$ cat config.mk
export PLATFORM = sky130hd
export DESIGN_NAME = line_steer_fsm
export DESIGN_NICKNAME = d
export VERILOG_FILES = /design/src/rtl/line_steer_fsm.sv
export SDC_FILE = /design/constraint.sdc
export NUM_CORES = 1
export LEC_CHECK = 0
export CORE_MARGIN = 3
export CORE_UTILIZATION = 57
export CTS_BUF_LIST = sky130_fd_sc_hd__clkbuf_2 sky130_fd_sc_hd__clkbuf_4 sky130_fd_sc_hd__clkbuf_8
export CTS_CLUSTER_SIZE = 8
export DETAILED_ROUTE_END_ITERATION = 6
export PLACE_DENSITY = 0.82
export SYNTH_ARGS = -nofsm -noshare
export SYNTH_HDL_FRONTEND = slang
export SYNTH_SLANG_ARGS = --single-unit
$ cat constraint.sdc
create_clock -name clk -period 2.65 [get_ports clk]
set_input_delay 0.795 -clock clk [delete_from_list [all_inputs] [get_ports clk]]
set_output_delay 0.795 -clock clk [all_outputs]
set_load 0.02 [all_outputs]
$ cat src/rtl/line_steer_fsm.sv
// Line follower steering FSM: classifies an N-sensor vector and drives
// left/right servo bytes in bang-bang or PID mode, with dwell, coast and search.
module line_steer_fsm #(
    parameter int NSENS         = 5,
    parameter int SPD_W         = 8,
    parameter int FWD_L         = 155,
    parameter int FWD_R         = 137,
    parameter int TURN_CYCLES   = 500,
    parameter int LOST_CYCLES   = 1000,
    parameter int SEARCH_CYCLES = 200000,
    parameter int CNT_W         = 21
) (
    input  logic                    clk,
    input  logic                    rst,
    input  logic                    enable,
    input  logic                    mode,
    input  logic [NSENS-1:0]        sensors,
    input  logic signed [12:0]      pid_output,
    output logic [SPD_W-1:0]        servo_l,
    output logic [SPD_W-1:0]        servo_r,
    output logic [2:0]              state_o,
    output logic                    lost
);

    localparam int HALF   = NSENS / 2;
    localparam int PC_W   = $clog2(NSENS + 1);
    localparam int LOST_W = $clog2(LOST_CYCLES + 1);
    localparam int SMAX   = (1 << SPD_W) - 1;

    localparam logic [2:0] S_IDLE   = 3'd0;
    localparam logic [2:0] S_FWD    = 3'd1;
    localparam logic [2:0] S_TURN_L = 3'd2;
    localparam logic [2:0] S_TURN_R = 3'd3;
    localparam logic [2:0] S_SEARCH = 3'd4;
    localparam logic [2:0] S_STOP   = 3'd5;

    localparam logic [1:0] C_NONE   = 2'd0;
    localparam logic [1:0] C_LEFT   = 2'd1;
    localparam logic [1:0] C_RIGHT  = 2'd2;
    localparam logic [1:0] C_CENTER = 2'd3;

    logic [2:0]         r_state;
    logic [CNT_W-1:0]   r_cnt;
    logic [LOST_W-1:0]  r_lost_cnt;
    logic               r_last_dir;
    logic [SPD_W-1:0]   r_servo_l;
    logic [SPD_W-1:0]   r_servo_r;

    logic [PC_W-1:0]    w_l_cnt;
    logic [PC_W-1:0]    w_r_cnt;
    logic               w_any;
    logic [1:0]         w_cls;
    logic [1:0]         w_cls_m;
    logic [2:0]         w_state_nxt;
    logic               w_cnt_inc;
    logic               w_lost_inc;
    logic [CNT_W-1:0]   w_cnt_nxt;
    logic [LOST_W-1:0]  w_lost_nxt;
    logic               w_last_dir_nxt;
    logic signed [14:0] w_pid_ext;
    logic signed [14:0] w_sum_l;
    logic signed [14:0] w_sum_r;
    logic [SPD_W-1:0]   w_servo_l_nxt;
    logic [SPD_W-1:0]   w_servo_r_nxt;

    function automatic logic [2:0] f_steer(
        input logic [1:0] c,
        input logic [2:0] on_none
    );
        logic [2:0] s;
        case (c)
            C_NONE:  s = on_none;
            C_LEFT:  s = S_TURN_L;
            C_RIGHT: s = S_TURN_R;
            default: s = S_FWD;
        endcase
        return s;
    endfunction

    function automatic logic [SPD_W-1:0] f_sat(
        input logic signed [14:0] v
    );
        logic [SPD_W-1:0] o;
        if (v[14])
            o = '0;
        else if (v[13:0] > 14'(SMAX))
            o = '1;
        else
            o = v[SPD_W-1:0];
        return o;
    endfunction

    // The middle bit of an odd-width array only contributes to w_any.
    always_comb begin
        w_l_cnt = '0;
        w_r_cnt = '0;
        for (int i = 0; i < HALF; i++) begin
            w_r_cnt = w_r_cnt + PC_W'(sensors[i]);
            w_l_cnt = w_l_cnt + PC_W'(sensors[NSENS-1-i]);
        end
    end

    assign w_any = |sensors;

    always_comb begin
        w_cls = C_CENTER;
        unique case (1'b1)
            !w_any:              w_cls = C_NONE;
            (w_l_cnt > w_r_cnt): w_cls = C_LEFT;
            (w_r_cnt > w_l_cnt): w_cls = C_RIGHT;
            default:             w_cls = C_CENTER;
        endcase
    end

    assign w_cls_m = (mode && (w_cls == C_LEFT || w_cls == C_RIGHT))
                   ? C_CENTER : w_cls;

    always_comb begin
        w_state_nxt = r_state;
        w_cnt_inc   = 1'b0;
        w_lost_inc  = 1'b0;
        if (!enable) begin
            w_state_nxt = S_IDLE;
        end else begin
            case (r_state)
                S_IDLE: w_state_nxt = f_steer(w_cls_m, S_STOP);
                S_FWD: begin
                    unique case (w_cls_m)
                        C_LEFT:  w_state_nxt = S_TURN_L;
                        C_RIGHT: w_state_nxt = S_TURN_R;
                        C_NONE: begin
                            if (r_lost_cnt == LOST_W'(LOST_CYCLES - 1))
                                w_state_nxt = S_SEARCH;
                            else
                                w_lost_inc = 1'b1;
                        end
                        default: w_state_nxt = S_FWD;
                    endcase
                end
                S_TURN_L, S_TURN_R: begin
                    // Re-entering the same turn leaves w_cnt_inc low, restarting the dwell.
                    if (r_cnt == CNT_W'(TURN_CYCLES - 1))
                        w_state_nxt = f_steer(w_cls_m, S_FWD);
                    else
                        w_cnt_inc = 1'b1;
                end
                S_SEARCH: begin
                    if (w_any)
                        w_state_nxt = S_FWD;
                    else if (r_cnt == CNT_W'(SEARCH_CYCLES - 1))
                        w_state_nxt = S_STOP;
                    else
                        w_cnt_inc = 1'b1;
                end
                S_STOP: begin
                    if (w_any)
                        w_state_nxt = S_IDLE;
                end
                default: w_state_nxt = S_IDLE;
            endcase
        end
    end

    assign w_cnt_nxt  = w_cnt_inc  ? r_cnt + CNT_W'(1) : '0;
    assign w_lost_nxt = w_lost_inc ? r_lost_cnt + LOST_W'(1) : '0;

    always_comb begin
        w_last_dir_nxt = r_last_dir;
        if (w_state_nxt == S_TURN_L)
            w_last_dir_nxt = 1'b0;
        else if (w_state_nxt == S_TURN_R)
            w_last_dir_nxt = 1'b1;
    end

    assign w_pid_ext = {{2{pid_output[12]}}, pid_output};
    assign w_sum_l   = $signed(15'(FWD_L)) - w_pid_ext;
    assign w_sum_r   = $signed(15'(FWD_R)) + w_pid_ext;

    always_comb begin
        w_servo_l_nxt = '0;
        w_servo_r_nxt = '0;
        case (w_state_nxt)
            S_TURN_L: w_servo_r_nxt = SPD_W'(FWD_R);
            S_TURN_R: w_servo_l_nxt = SPD_W'(FWD_L);
            S_SEARCH: begin
                if (w_last_dir_nxt)
                    w_servo_l_nxt = SPD_W'(FWD_L);
                else
                    w_servo_r_nxt = SPD_W'(FWD_R);
            end
            S_FWD: begin
                if (mode) begin
                    w_servo_l_nxt = f_sat(w_sum_l);
                    w_servo_r_nxt = f_sat(w_sum_r);
                end else begin
                    w_servo_l_nxt = SPD_W'(FWD_L);
                    w_servo_r_nxt = SPD_W'(FWD_R);
                end
            end
            default: begin
                w_servo_l_nxt = '0;
                w_servo_r_nxt = '0;
            end
        endcase
    end

    always_ff @(posedge clk or negedge rst) begin
        if (!rst) begin
            r_state    <= S_IDLE;
            r_cnt      <= '0;
            r_lost_cnt <= '0;
            r_last_dir <= 1'b0;
            r_servo_l  <= '0;
            r_servo_r  <= '0;
        end else begin
            r_state    <= w_state_nxt;
            r_cnt      <= w_cnt_nxt;
            r_lost_cnt <= w_lost_nxt;
            r_last_dir <= w_last_dir_nxt;
            r_servo_l  <= w_servo_l_nxt;
            r_servo_r  <= w_servo_r_nxt;
        end
    end

    assign servo_l = r_servo_l;
    assign servo_r = r_servo_r;
    assign state_o = r_state;
    assign lost    = (r_state == S_SEARCH) || (r_state == S_STOP);

endmodule

== Yosys cells after proc, flatten, opt, wreduce, memory -nomap -nowiden ==
Cells that the tools add are included.

* ROM bits: 0
* Bits in latches: 0
* Output and inout port bits: 20
* Bits in registers: 51
* Bits in writable memories: 0
* Memories kept: 0

* Multiplexer cells: 35
* Bitwise logic cells: 0
* Order comparisons: 4
* Divide/modulo/power cells: 0
* Shift operators: 0
* Equal/unequal tests: 16
* Multiply operators: 0
* Reduce and logical (&&, ||, !) cells: 8
* Add/sub/neg operators: 6

{| class="wikitable"
|+ Operators by type and width
! cell !! number
|-
| $mux 8 || 8
|-
| $pmux 8 s3 || 2
|-
| $gt 14x8->1 const B || 2
|-
| $add 21x1->21 const B || 1
|-
| $eq 21x18->1 const B || 1
|-
| $eq 21x9->1 const B || 1
|-
| $mux 21 || 1
|-
| $mux 3 || 6
|-
| $pmux 3 s3 || 2
|-
| $pmux 3 s5 || 1
|-
| $add 9x13->14 const A || 1
|-
| $sub 9x13->14 const A || 1
|-
| $eq 3x2->1 const B || 4
|-
| $add 10x1->10 const B || 1
|-
| $eq 10x10->1 const B || 1
|-
| $mux 1 || 10
|-
| $mux 10 || 1
|-
| $eq 3x3->1 const B || 3
|-
| $eq 3x1->1 const B || 2
|-
| $pmux 2 s3 || 1
|-
| $reduce_or 5->1 || 1
|-
| $add 1x1->2 || 2
|-
| $eq 2x1->1 const B || 2
|-
| $eq 2x2->1 const B || 2
|-
| 10 further kinds || 12
|}

== Longest topological paths before layout ==
Gate-level depths: netlist of run 1.

* Depth in word-level cells: 17
* Depth in mapped cells: 17

== Worst setup path after synthesis of run 1 ==
No wires, ideal clock.

* Path type: in2reg
* Start point: in sensors[0]
* End point: reg r_last_dir
* Library setup time: 125 ps
* Required time: 2,525 ps
* Slack: -743 ps
* Buffers on the path: 0
* Stages: 12
* Arrival: 3,268 ps
* Cells stage by stage: inv_1 ha_1 or4b_2 nor2_1 o21ai_0 o21a_1 ha_1 nor3b_1 a311oi_1 a21oi_2 nor2b_1 mux2_2

* Longest elaborated chain between the ends: 15
* Elaborated cells between the ends (all ways): 26
* Classes of those cells: 1 x add/sub; 2 x order compare; 6 x eq/ne; 12 x mux; 5 x reduce/logical

{| class="wikitable"
|+ RTL lines
! element !! RTL line !! RTL
|-
| start: declaration || 17 || <nowiki>input logic [NSENS-1:0] sensors,</nowiki>
|-
| $add 1x1->2 or $reduce_or 5->1 (tied branches) || 98, 103 ||
|-
| $gt 2x2->1, or another cell as far along || 110 || <nowiki>(w_r_cnt > w_l_cnt): w_cls = C_RIGHT;</nowiki>
|-
| $pmux 2 s3 || 107 || <nowiki>unique case (1'b1)</nowiki>
|-
| $eq 2x1->1 or $eq 2x2->1 (tied branches) || 115 || <nowiki>assign w_cls_m = (mode && (w_cls == C_LEFT || w_cls == C_RIGHT))</nowiki>
|-
| $logic_or 1x1->1 || 115 ||
|-
| $logic_and 1x1->1 || 115 ||
|-
| $mux 2 || 116 || <nowiki>? C_CENTER : w_cls;</nowiki>
|-
| $eq 2x2->1 or $eq 2x1->1 (tied branches) || 71, 128 ||
|-
| $pmux 2 s2 || 71 || <nowiki>case (c)</nowiki>
|-
| $mux 3 || 142 || <nowiki>if (r_cnt == CNT_W'(TURN_CYCLES - 1))</nowiki>
|-
| $pmux 3 s5 * || 125 || <nowiki>case (r_state)</nowiki>
|-
| $mux 3 * || 122 || <nowiki>if (!enable) begin</nowiki>
|-
| $eq 3x2->1 || 171 || <nowiki>else if (w_state_nxt == S_TURN_R)</nowiki>
|-
| $mux 1 || 171 ||
|-
| $mux 1 * || 169 || <nowiki>if (w_state_nxt == S_TURN_L)</nowiki>
|-
| named net w_last_dir_nxt || 59 || <nowiki>logic w_last_dir_nxt;</nowiki>
|-
| end signal: assignment || 219 || <nowiki>r_last_dir <= w_last_dir_nxt;</nowiki>
|-
| end: declaration || 45 || <nowiki>logic r_last_dir;</nowiki>
|}

The timed path passes the listed nets; every way through them passes the cells marked *.

== Final worst setup path of run 1 ==
Same ends and word-level chain as after synthesis.

==> results of run 1 <==
[through the flow]
step	total power, mW	hold WS [ps]	instances	setup slack [ps]
floorplan	1.23	455	352	-516
global placement	1.50	475	505	-1230
detailed placement	1.52	483	505	-1330
CTS	2.13	501	514	-468
global route	2.41	539	520	-621
finish	2.33	519	520	-564
[worst paths after layout]
path / from / to / slack [ps] / cells past startpoint
setup / recovery: sensors[0] / r_last_dir / -560 / 14
hold / removal: r_lost_cnt[0] / r_lost_cnt[0] / 520 / 1
setup reg to reg: r_cnt[13] / servo_r[3] / -10 / 7
hold reg to reg: r_lost_cnt[0] / r_lost_cnt[0] / 520 / 1
max in group asynchronous: rst / r_last_dir / 1410 / 2
min in group asynchronous: rst / r_cnt[7] / 570 / 1
[what timing repair did]
action	in CTS	in global routing
hold buffers	0	0
buffers inserted	1	5
gates cloned	0	1
endpoints found under the setup margin	30	30
resized for setup	46	58
pin swaps	11	20
[worst register-to-register path, cell delays in order, from the launching register on]
cell and delay [ps]:
dfrtp_1 430, or4_4 560, nor4_4 490, a211o_2 230, nand4_1 190, buf_4 230
or2_4 270, o22ai_1 170
[cell usage after synthesis (all sizes together) (2+ instances only)]
cell type	instances
nand4	11
mux2	2
ha	15
a311o	2
or4	4
clkbuf	9
inv	17
xnor2	16
nand3	13
and4	3
a211o	3
a21oi	11
or2b	2
nand4bb	2
nand2b	4
nor4	14
nor3b	2
o21a	3
or2	2
mux2i	2
xor2	21
dfrtp	51
nor2b	5
a41oi	2
and3	7
nand2	22
nor2	62
o21ai	8
nor3	4
a31oi	6
o22ai	3
o21bai	2
a211oi	3
buf	3
[cell families (layout without fill, tap and decap cells)]
family	Yosys count	in the layout	synth area share [%]
multiplexers	4	4	1.34
adder cells (fa/ha/maj)	15	15	5.90
AO/OA/AOI/OAI	51	52	11.0
buffers and inverters	29	126	4.13
XOR/XNOR	37	37	10.2
AND/OR/NAND/NOR	165	165	27.4
flip-flops	51	51	40.1
[metal layers]
layer,track usage [%],vias up,wire length [um]
met5,0,-,0
met4,6.93,0,571
met3,3.77,63,779
met2,46.4,211,5000
met1,30.7,1531,3760
li1,-,1442,-
[registers in the layout (all words and copies together), names as in the netlist]
name,cells
r_cnt,21
r_last_dir,1
r_lost_cnt,10
servo_l,8
servo_r,8
state_o,3
[area by class of cell]
cell class              instances  share of cell area (%)
repair buffers                101                    19.0
inverters                      17                    1.57
clock buffers                   5                    1.46
multi-input cells             273                    48.0
clock inverters                 3                    1.01
flip-flops and latches         51                    27.1
well taps                      70                    1.86
[power groups by stage]
stage / registers (mW) / clock network [mW] / logic (mW)
2_1_floorplan: 0.941 / 0 / 0.288
3_3_place_gp: 0.887 / 0 / 0.617
3_5_place_dp: 0.888 / 0 / 0.634
4_1_cts: 0.873 / 0.562 / 0.690
5_1_grt: 0.884 / 0.602 / 0.919
6_report: 0.879 / 0.570 / 0.881
==> qor.yml, run 1 <==
worst_setup_path:
  crit_family: "simple AND/OR/NAND/NOR gates"
  cpMaxStageDelayCell: "or4b_4"
  crit_path_end_kind: "flop"
  worst_setup_path_start_kind: "input pin"
  cp.arrival_ps: 3410
  path_buf_inv: 3
  critical_path_class: "in2reg"
  crit_path_max_incr_delay_ps: 480
  path_max_fanout: 3
  cp.required_ps: 2850
  path_cells: "buf_8 > inv_4 > ha_4 > or4b_4 > nor2_4 > o21a_4 > inv_4 > ha_4 > nor2_1 > nand3_1 > o32a_1 > and2b_2 > nor2b_2 > mux2_4"
global_route:
  grt_max_degree: 38
  grt_pass1_wl_mm: 12.7
  first_global_vias: 2795
  grt_util_all_layers_pct: 25.2
  antenna_found_initial: 0
  grt_overflow_total: 0
detailed_routing:
  drc: 0
  wirelength_mm: 10.1
  routed-via-count: 3247
  first_iter_violations: 340
  wl_per_cell_um: 19.4
  first_pass_iters: 5
  drtAntennaViolNets: 0
  vias_per_cell: 6.24
power:
  leakage_nw: 1.93
  ir_drop_v: 0.000294
  pwr-share-seq_pct: 37.7
  power_density_mw_per_mm2: 496
  switching_power_mw: 0.789
  clockPowerShare_pct: 24.5
  power.internal_mw: 1.54
  swShare_pct: 33.9
  p_comb_share_pct: 37.8
finish:
  drive_above_1_share_pct: 33.3
  final_cell_mix: "55 x buf_4, 51 x dfrtp_1, 49 x nor2_1"
  num-fill-cells: 222
  area_growth_pct: 47.7
  layout_commonest_cell: "buf_4"
  diodes: 0
  multi_input_area_mm2: 0.00226
  postLayoutCellArea_mm2: 0.00470
  nets: 486
  fin_util_pct: 89.8
  seq_area_mm2: 0.00128
floorplan:
  start_util_pct: 60.8
  die-area_mm2: 0.00652
  fp-row-count: 26
  io_pins: 42
  die_y_um: 80.7
  coreArea_mm2: 0.00524
  die_x_um: 80.7
timing:
  final_max_slew_viol_count: 0
  fmaxAchievable_ghz: 0.311
  post-route-period-util_pct: 121
  timing.max_slew.rel_slack_pct: 43.7
  rsz0062_at_grt: "yes"
  worst_slack_ps: -564
  fin_crit_ps: 3210
  finalSetupViolCount: 24
  skew_ps: 5.82
  hold_viol_final: 0
  setup_tns_ps: -9250
  worstMarginPinSlew_ps: 844
run_status:
  status: "finished, violations left"
  violations: "setup timing"
synth:
  synth_edf_count: 0
  ys_seq_area_share_pct: 40.1
  ys.flop_type: "dfrtp_1"
  yosys.area.top_type: "dfrtp_1"
  ys_ff_latch: 51
  netlist_area_mm2: 0.00318
  synthTopCellsByArea: "dfrtp_1 40%, nor2_1 7.3%, ha_1 5.9%"
  async_reset_ff_share_pct: 100
  yosysWarnings: 0
  avgSynthCellArea_um2: 9.04
  syn-num-nets: 389
  synth_top_area_share_pct: 40.1
  syn_inst: 352
  post_synth_num_cell_types: 55
clock_tree:
  cts_tree: "done"
  clk_latency_ps: 310
  cts_num_sinks: 51
  path_clk_slew_ps: 100
  cts_made_buffers: 5
  clockRootBuffer: "clkbuf_8"
  clock_path_buffers: 2
  cts_htree_levels: 2
placed_design:
  portBuffers: 41
  place_area_mm2: 0.00412
  place.gp.congestion: 0.877
  dpl.hpwl_mm: 5.71
min_path:
  hp-class: "reg2reg"
job:
  maxCapViolations: 0
Power figures use the tool's default switching activity.
==> inputs of run 2 (changes only) <==
--- a/config.mk
+++ b/config.mk
@@ -10,6 +10,7 @@
 export CTS_BUF_LIST = sky130_fd_sc_hd__clkbuf_2 sky130_fd_sc_hd__clkbuf_4 sky130_fd_sc_hd__clkbuf_8
 export CTS_CLUSTER_SIZE = 8
 export DETAILED_ROUTE_END_ITERATION = 6
+export MAX_ROUTING_LAYER = met4
 export PLACE_DENSITY = 0.82
 export SYNTH_ARGS = -nofsm -noshare
 export SYNTH_HDL_FRONTEND = slang
==> qor.yml, run 2 (synthesized netlist as in run 1, its figures left out) <==
run_status:
  status: "finished, violations left"
  violations: "setup timing"
global_route:
  grt_max_degree: 38
  grt_overflow_total: 0
  antenna_found_initial: 0
  grt_util_all_layers_pct: 26.0
  first_global_vias: 2801
  grt_pass1_wl_mm: 12.7
worst_setup_path:
  crit_path_end_kind: "flop"
  path_max_fanout: 3
  crit_family: "simple AND/OR/NAND/NOR gates"
  cp.arrival_ps: 3410
  crit_path_max_incr_delay_ps: 480
  reg2reg_from: "r_cnt[13]"
  reg2reg_slack_ps: 0
  path_cells: "buf_8 > inv_4 > ha_4 > or4b_4 > nor2_4 > o21a_4 > inv_4 > ha_4 > nor2_1 > nand3_1 > o32a_1 > and2b_2 > nor2b_2 > mux2_4"
  cp.required_ps: 2850
  path_buf_inv: 3
  cpMaxStageDelayCell: "or4b_4"
  worst_setup_path_start_kind: "input pin"
  critPathLaunch: "sensors[0]"
  critical_path_class: "in2reg"
detailed_routing:
  drc: 0
  first_pass_iters: 5
  vias_per_cell: 6.28
  drtAntennaViolNets: 0
  first_iter_violations: 320
  wirelength_mm: 10.1
  routed-via-count: 3266
  wl_per_cell_um: 19.4
placed_design:
  portBuffers: 41
  place.gp.congestion: 0.892
  dpl.hpwl_mm: 5.71
  place_area_mm2: 0.00412
  dp_slack_ps: -1330
min_path:
  min_from: "r_lost_cnt[0]"
  hp-class: "reg2reg"
power:
  leakage_nw: 1.93
  power_density_mw_per_mm2: 496
  ir_drop_v: 0.000293
finish:
  fin_util_pct: 89.8
  postLayoutCellArea_mm2: 0.00470
  top_register: "r_cnt"
  diodes: 0
  area_growth_pct: 47.7
  largest_reg_flops: 21
  drive_above_1_share_pct: 33.3
  num-fill-cells: 222
  final_cell_mix: "55 x buf_4, 51 x dfrtp_1, 49 x nor2_1"
  nets: 486
  top_regs: "r_cnt (21), r_lost_cnt (10)"
  layout_commonest_cell: "buf_4"
clock_tree:
  path_clk_slew_ps: 100
  clock_path_buffers: 2
  cts_made_buffers: 5
  cts_tree: "done"
  cts_num_sinks: 51
  clk_latency_ps: 310
  clockRootBuffer: "clkbuf_8"
  cts_htree_levels: 2
timing:
  hold_viol_final: 0
  post-route-period-util_pct: 121
  skew_ps: 6.19
  whs_ps: 518
  fin_crit_ps: 3210
  fmaxAchievable_ghz: 0.311
  worstMarginPinSlew_ps: 841
  rsz0062_at_grt: "yes"
  setup_tns_ps: -9070
  worst_slack_ps: -563
  timing.max_slew.rel_slack_pct: 44.0
  final_max_slew_viol_count: 0
  finalSetupViolCount: 24
floorplan:
  die_x_um: 80.7
  start_util_pct: 60.8
  die_y_um: 80.7
  die-area_mm2: 0.00652
  io_pins: 42
  fp-row-count: 26
  coreArea_mm2: 0.00524
job:
  maxCapViolations: 0
run 2: cell counts in the layout (fill, tap and decap cells not counted):
No cell type changed its count.
run 2: final cells by class:
class	instances	area, um^2	share of cell area [%]
Multi-Input combinational cell	273	2260	48.0
Sequential cell	51	1280	27.1
Timing Repair Buffer	101	892	19.0
Tap cell	70	87.6	1.86
Inverter	17	73.8	1.57
Clock buffer	5	68.8	1.46
Clock inverter	3	47.5	1.01
run 2: path summary, 6_finish.rpt:
kind                                 end  cells after the start
min                        r_lost_cnt[0]                      1
max                           r_last_dir                     14
min reg2reg                r_lost_cnt[0]                      1
max in group asynchronous     servo_l[1]                      2
min in group asynchronous       r_cnt[7]                      1
max reg2reg                   servo_r[3]                      7
run 2: report_power, final:
part           internal, mW  switching (mW)
sequential            0.834          0.0454
combinational         0.420           0.462
clock                 0.287           0.284
total                  1.54           0.792
run 2: per-layer routing:
metal / track usage [%] / up-vias / share of wire, %
met5: - / - / 0
met2: 46.4 / 222 / 49
met1: 30.9 / 1530 / 38
met3: 3.55 / 73 / 7.4
li1: - / 1441 / -
met4: 6.93 / 0 / 5.5
run 2: repair_timing:
action / CTS / global route
gates cloned: 0 / 1
setup buffers: 1 / 5
pin swaps: 11 / 20
setup endpoints to repair: 30 / 30
gates resized for setup: 46 / 58
hold buffers: 0 / 0
run 2: metrics by stage:
| stage | std cells | total power, mW |
|---|---|---|
| floorplan | 352 | 1.23 |
| global placement | 505 | 1.50 |
| detailed placement | 505 | 1.52 |
| CTS | 514 | 2.13 |
| global route | 520 | 2.41 |
| finish | 520 | 2.33 |
